## src/rtl/mult_div_unit.sv

```systemverilog
// rtl/mult_div_unit.sv - iterative MIPS multiply/divide unit holding HI/LO
// Optional MDU_FAST_MULT_EN: single-cycle MULT/MULTU through a combinational multiplier.
module mult_div_unit #(
    parameter int WIDTH = 32
) (
    input  logic             clk,
    input  logic             rst,
    input  logic             start,
    input  logic [1:0]       op,
    input  logic [WIDTH-1:0] operandA,
    input  logic [WIDTH-1:0] operandB,
    input  logic             hiWrite,
    input  logic             loWrite,
    input  logic [WIDTH-1:0] writeData,
    output logic             busy,
    output logic             done,
    output logic [WIDTH-1:0] hi,
    output logic [WIDTH-1:0] lo
);

    localparam int CNT_W = $clog2(WIDTH);

    typedef enum logic [1:0] {IDLE, COMPUTE, FIXUP} state_t;

    state_t           state;
    logic [CNT_W-1:0] count;
    logic [2*WIDTH-1:0] acc;
    logic [WIDTH-1:0] magB;
    logic             isDiv;
    logic             negLo;
    logic             negHi;

    logic             signedOp;
    logic             signA;
    logic             signB;
    logic [WIDTH-1:0] absA;
    logic [WIDTH-1:0] absB;

    assign signedOp = ~op[0];
    assign signA    = signedOp & operandA[WIDTH-1];
    assign signB    = signedOp & operandB[WIDTH-1];
    assign absA     = signA ? -operandA : operandA;
    assign absB     = signB ? -operandB : operandB;

    // Multiply: acc = {partial product, remaining multiplier bits}, shifting right.
    logic [WIDTH:0]     mulSum;
    logic [2*WIDTH-1:0] mulNext;
    assign mulSum  = {1'b0, acc[2*WIDTH-1:WIDTH]} + (acc[0] ? {1'b0, magB} : '0);
    assign mulNext = {mulSum, acc[WIDTH-1:1]};

    // Restoring divide: acc = {remainder, dividend bits becoming quotient bits}.
    logic [WIDTH:0]     divTrial;
    logic [WIDTH-1:0]   divDiff;
    logic               divGeq;
    logic [2*WIDTH-1:0] divNext;
    assign divTrial = acc[2*WIDTH-1:WIDTH-1];
    assign divGeq   = divTrial >= {1'b0, magB};
    assign divDiff  = divTrial[WIDTH-1:0] - magB;
    assign divNext  = divGeq ? {divDiff, acc[WIDTH-2:0], 1'b1}
                             : {divTrial[WIDTH-1:0], acc[WIDTH-2:0], 1'b0};

`ifdef MDU_FAST_MULT_EN
    logic [2*WIDTH-1:0] fastProduct;
    assign fastProduct = {{WIDTH{1'b0}}, absA} * {{WIDTH{1'b0}}, absB};
`endif

    always_ff @(posedge clk or negedge rst) begin
        if (!rst) begin
            state <= IDLE;
            count <= '0;
            acc   <= '0;
            magB  <= '0;
            isDiv <= 1'b0;
            negLo <= 1'b0;
            negHi <= 1'b0;
            busy  <= 1'b0;
            done  <= 1'b0;
            hi    <= '0;
            lo    <= '0;
        end else begin
            done <= 1'b0;
            case (state)
                IDLE: begin
                    if (start) begin
                        acc   <= {{WIDTH{1'b0}}, absA};
                        magB  <= absB;
                        isDiv <= op[1];
                        // A zero divisor leaves the quotient all-ones and unsigned,
                        // while the remainder returns the dividend unchanged.
                        negLo <= (signA ^ signB) & ~(op[1] & (operandB == '0));
                        negHi <= signA;
                        count <= '0;
                        busy  <= 1'b1;
                        state <= COMPUTE;
`ifdef MDU_FAST_MULT_EN
                        if (!op[1]) begin
                            acc   <= fastProduct;
                            state <= FIXUP;
                        end
`endif
                    end else begin
                        if (hiWrite) hi <= writeData;
                        if (loWrite) lo <= writeData;
                    end
                end
                COMPUTE: begin
                    acc   <= isDiv ? divNext : mulNext;
                    count <= count + 1'b1;
                    if (count == CNT_W'(WIDTH - 1)) state <= FIXUP;
                end
                FIXUP: begin
                    if (isDiv) begin
                        lo <= negLo ? -acc[WIDTH-1:0] : acc[WIDTH-1:0];
                        hi <= negHi ? -acc[2*WIDTH-1:WIDTH] : acc[2*WIDTH-1:WIDTH];
                    end else begin
                        {hi, lo} <= negLo ? -acc : acc;
                    end
                    done  <= 1'b1;
                    busy  <= 1'b0;
                    state <= IDLE;
                end
                default: state <= IDLE;
            endcase
        end
    end

endmodule

```

## config.mk

```make
export PLATFORM = sky130hd
export DESIGN_NAME = mult_div_unit
export DESIGN_NICKNAME = d
export VERILOG_FILES = /design/src/rtl/mult_div_unit.sv
export SDC_FILE = /design/constraint.sdc
export NUM_CORES = 1
export LEC_CHECK = 0
export ABC_CLOCK_PERIOD_IN_PS = 3600
export CORE_ASPECT_RATIO = 0.6
export CORE_MARGIN = 2
export CORE_UTILIZATION = 40
export CTS_BUF_LIST = sky130_fd_sc_hd__clkbuf_16
export CTS_CLUSTER_SIZE = 10
export DETAILED_ROUTE_END_ITERATION = 10
export PLACE_DENSITY = 0.61
export SYNTH_ARGS = -nofsm -noshare
export SYNTH_HDL_FRONTEND = slang
export SYNTH_SLANG_ARGS = --single-unit
export TNS_END_PERCENT = 100
```

## constraint.sdc

```tcl
create_clock -name clk -period 3.6 [get_ports clk]
set_input_delay 0.9 -clock clk [delete_from_list [all_inputs] [get_ports clk]]
set_output_delay 0.9 -clock clk [all_outputs]
set_load 0.01 [all_outputs]
```

After elaboration in Yosys (flattened, before gate mapping)
Cells that the tools add are included.

Register bits after elaboration: 172. Input port bits: 103. Output and inout port bits: 66.

Add/subtract/negate cells: 8. Order comparisons: 1. Equal/unequal tests: 8. Muxes and demuxes: 26. Bitwise gates (word level): 7. Reduce and logical (&&, ||, !) cells: 10.

Operators with widths (number): $mux W32 (11); $mux W64 (4); $neg A32 Y32 (4); $pmux W32 S2 (2); $pmux W64 S2 (1); $neg A64 Y64 (1); $add A32 B32 Y33 (1); $ge A33 B32 Y1 (1); $logic_not A32 Y1 (1); $sub A32 B32 Y32 (1); $ne A2 B2 Y1 const B (5); $pmux W5 S2 (1); $reduce_and A2 Y1 (4); $reduce_and A3 Y1 (2); $add A5 B1 Y5 const B (1); $eq A5 B5 Y1 const B (1); $mux W5 (1); $and A1 B1 Y1 (4); $mux W2 (2); $pmux W2 S2 (1); $reduce_bool A2 Y1 (2); $eq A2 B1 Y1 const B (1); $eq A2 B2 Y1 const B (1); $logic_not A2 Y1 (1); other kinds (4) (6).

Longest topological paths before layout
Depth in word-level cells: 5. Depth in mapped cells: 14.

Least setup slack after synthesis
No wires, ideal clock.

Path type: register to register. From: register acc[0]. To: register acc[59]. Setup time: 0.126 ns. Data arrival time: 2.920 ns. Required time: 3.474 ns. Path slack: 0.554 ns. Stages on the path, launching flop included: 14. Buffers on the path: 1. Clock period less this slack: 3.046 ns. Cell sequence: dfrtp_1 inv_1 clkbuf_1 nor2_1 ha_1 o211ai_1 a21oi_1 o41ai_1 a21oi_1 a21oi_1 nand2b_1 a31oi_1 xnor2_1 a221o_1.

Cells in the longest elaborated chain, start to end: 4.

RTL lines: start: declaration (line 27) `logic [2*WIDTH-1:0] acc;`; start signal: assignment (line 85) `acc <= {{WIDTH{1'b0}}, absA};`; start signal: assignment (line 107) `acc <= isDiv ? divNext : mulNext;`; $mux W32 (line 48) `assign mulSum = {1'b0, acc[2*WIDTH-1:WIDTH]} + (acc[0] ? {1'b0, magB} : '0);`; $add A32 B32 Y33 (line 48); $mux W64 (line 107); $pmux W64 S2 (line 82) `case (state)`.

Every way passes these cells. A chain may end at the register's enable or synchronous reset.

Final worst setup path
From: register magB[5]. To: register acc[59].

Cells in the longest elaborated chain, start to end: 4. Elaborated cells between the ends (all ways): 7. Those cells by class: add/sub: 2; order compare: 1; mux: 4.

RTL lines: start: declaration (line 28) `logic [WIDTH-1:0] magB;`; start signal: assignment (line 86) `magB <= absB;`; $mux W32 (tied with other cells) (line 48); $add A32 B32 Y33 or $mux W64 (tied branches) (line 48, 59); $mux W64 * (line 107); $pmux W64 S2 * (line 82).

Every way passes the cells marked *; elsewhere a longest branch is shown, timed or not.

==> flow_metrics.py <==
metrics = {
    "layout": {
        "finalNetCount": 2207,
        "stdcell_count": 2512,
        "area_growth_pct": 24.7,
        "final_util": 0.505,
        "antenna_cells": 0,
        "layout-drive-gt1-share": 0.0983,
    },
    "setup_path": {
        "worstReg2RegEnd": "acc[59]$_DFFE_PN0P_",
        "critical_path_arrival_ns": 3.82,
        "rrSetupSlack_ns": 0.13,
        "rr_worst_depth": 13,
        "cp-end-kind": "flip-flop",
        "start_kind": "flip-flop",
        "r2r-start": "magB[5]$_DFFE_PN0P_",
        "critPathMaxFanout": 6,
        "criticalPathCategory": "flip-flop to flip-flop",
        "worstPathRequired_ns": 3.95,
    },
    "sta": {
        "finalCriticalPeriod_ns": 3.47,
        "finClkSkew_ns": 0.0143,
        "tightest_slew_ns": 1.11,
        "tns_ns": 0,
        "fmax_mhz": 288,
        "min_period_over_period": 0.963,
        "hold_viol": 0,
        "rsz0062_at_grt": "true",
        "slew_viol_final": 0,
        "final-setup-viol-count": 0,
        "setup_ws_ns": 0.133,
        "slew_headroom": 0.256,
    },
    "routing": {
        "ant_nets": 0,
        "wl_met3_mm": 6.00,
        "m1WireLength_mm": 26.7,
        "drt_first_pass_iters": 5,
        "wl_per_cell_um": 21.0,
        "drt_iter0_drc": 1679,
        "highest_layer": "met4",
        "vias": 14636,
        "wl_met2_mm": 19.4,
        "routed_wl_mm": 52.7,
        "drc": 0,
        "vias_per_cell": 5.83,
    },
    "logic_synthesis": {
        "synth_top_cell_by_area": "dfrtp_1",
        "yosys_warnings": 0,
        "synth_cell_types": 70,
        "yosys-top-cells-count": "nand2_1 (232), o21ai_0 (214), dfrtp_1 (172), nor2_1 (163), a21oi_1 (141)",
        "synth_fp_nets": 1997,
        "synth_ff_type": "dfrtp_1",
        "async_reset_ff_frac": 1.00,
        "synth_area_leaders": "dfrtp_1 (30%), o21ai_0 (7.6%), ha_1 (6.2%), xnor2_1 (6.2%), nand2_1 (6.2%)",
        "syn_inst": 1822,
        "synth_seq_area_share": 0.304,
        "ys_ff_latch": 172,
        "synth_top_area_share": 0.304,
        "syn_area_um2": 14200,
        "synth_most_common_cell": "nand2_1",
        "syn_avg_cell_area_um2": 7.77,
        "synth_edf_count": 0,
    },
    "global_route": {
        "globalRouteTotalUtil": 0.287,
        "grt_max_degree": 69,
        "grt_remaining_overflow": 0,
        "grt_pass1_vias": 13285,
        "antenna_found_initial": 1,
        "grt_first_pass_wirelength_mm": 80.4,
    },
    "clocking": {
        "clock_path_buffers": 2,
        "clk_pin_slew_ns": 0.08,
        "htree_levels": 4,
        "cts_tree": "yes",
        "root_buffer": "clkbuf_16",
        "cts_buffers": 17,
        "clock_latency_ns": 0.46,
        "cts.sinks": 172,
    },
    "floorplan": {
        "die-area_um2": 37000,
        "io_pins": 169,
        "fp.dieW_um": 247,
        "dieHeight_um": 150,
        "placeableCoreArea_um2": 34900,
        "rows": 53,
        "initial_core_util": 0.405,
    },
    "placed_design": {
        "io_buffers": 168,
        "dp.cells": 2480,
        "place_ws_ns": -0.00242,
        "hpwl_mm": 42.0,
        "gp_congestion": 0.994,
    },
    "pwr": {
        "p_leak_nw": 7.73,
        "peakVddDrop_uv": 518,
        "finalPower_mw": 19.5,
        "powerDensity_nw_per_um2": 1100,
    },
    "run_status": {
        "status": "finished, final reports clean",
    },
    "hold_path": {
        "min_path_type": "input port to asynchronous set/reset pin",
    },
    "flow_run": {
        "max_cap_violations": 0,
    },
}
timing repair:
item                       CTS  global route
buffers inserted             0             0
pin swaps                    0             1
hold buffers                 0             0
gates resized for setup      1            10
setup endpoints to repair    1            25
how the worst max path moves through the flow:
stage | endpoint | start | slack [ns] | depth (start not counted)
4_1_cts | acc[62]$_DFFE_PN0P_ | magB[6]$_DFFE_PN0P_ | 0.08 | 13
3_5_place_dp | acc[62]$_DFFE_PN0P_ | magB[6]$_DFFE_PN0P_ | -0.002 | 13
5_1_grt | acc[0]$_DFFE_PN0P_ | magB[5]$_DFFE_PN0P_ | -0.04 | 14
2_1_floorplan | acc[59]$_DFFE_PN0P_ | acc[0]$_DFFE_PN0P_ | 0.55 | 13
3_3_place_gp | acc[62]$_DFFE_PN0P_ | acc[36]$_DFFE_PN0P_ | 0.04 | 12
6_report | acc[59]$_DFFE_PN0P_ | magB[5]$_DFFE_PN0P_ | 0.13 | 13
power breakdown:
part,total (mW),internal [mW],switching (mW)
clock,1.89,0.925,0.962
combinational,13.6,5.80,7.84
sequential,3.95,2.91,1.04
total,19.5,9.63,9.84
sequential cells by signal, summed over array words and instances (netlist names):
signal and flops:
acc 64, negLo 1, busy 1, lo 32, magB 32, count 5
isDiv 1, state 2, hi 32, done 1, negHi 1
kinds of logic after synthesis:
kind of cell	count (synthesis)	share of synthesized area
xor gates and xnor gates	170	0.105
adders and majority gates	72	0.0647
DFF	172	0.304
and+or+nand+nor	603	0.196
buffers and inverters	178	0.0484
muxes	51	0.0362
AOI/OAI and AO/OA	576	0.245
worst max-delay path: stages (launching register included):
cell,delay (ns)
dfrtp_1,0.38
inv_1,0.27
ha_1,0.35
nand3_1,0.19
o22ai_1,0.13
o211ai_1,0.37
a311oi_2,0.18
buf_4,0.20
nor3_1,0.23
o211a_1,0.26
buf_4,0.18
o21bai_1,0.22
a21oi_1,0.12
a221o_1,0.27
metrics by stage:
| stage | hold slack, ns | area (um^2) |
|---|---|---|
| detailed placement | 0.467 | 17000 |
| global route | 0.414 | 17600 |
| CTS | 0.395 | 17600 |
| global placement | 0.463 | 17000 |
| floorplan | 0.449 | 14200 |
| finish | 0.383 | 17600 |
area by class of cell:
type | instances | area [um^2]
clock buffers | 17 | 425
clock inverters | 15 | 148
fillers | 3398 | 17300
inverters | 74 | 278
multi-input cells | 1472 | 9230
flip-flops and latches | 172 | 4310
well taps | 467 | 584
repair buffers | 295 | 2670
routing by layer:
layer,vias to the layer above,global-route usage
met2,682,0.361
met1,7016,0.465
met3,37,0.0852
met5,-,0
met4,0,0.0545
li1,6901,-
cell usage in the layout, fill, tap and decap left out, drive strengths merged, types with 8 or more instances in the layout:
cell type      instances
nand2                232
o21ai                225
dfrtp                172
clkdlybuf4s50        167
nor2                 163
a21oi                141
buf                  128
xnor2                100
inv                   83
xor2                  70
ha                    70
mux2i                 50
nor3                  42
a21o                  34
o31ai                 24
and3                  23
a31oi                 23
nand3                 23
nor4                  21
a22oi                 19
clkbuf                17
nand2b                17
or3                   15
o221ai                13
or2                   13
and2                  11
o21a                  11
o211ai                11
a211oi                11
a221oi                10
nor2b                 10
o41ai                  9
or4                    9
nand4                  8
o22ai                  8
Power figures use the tool's default switching activity.
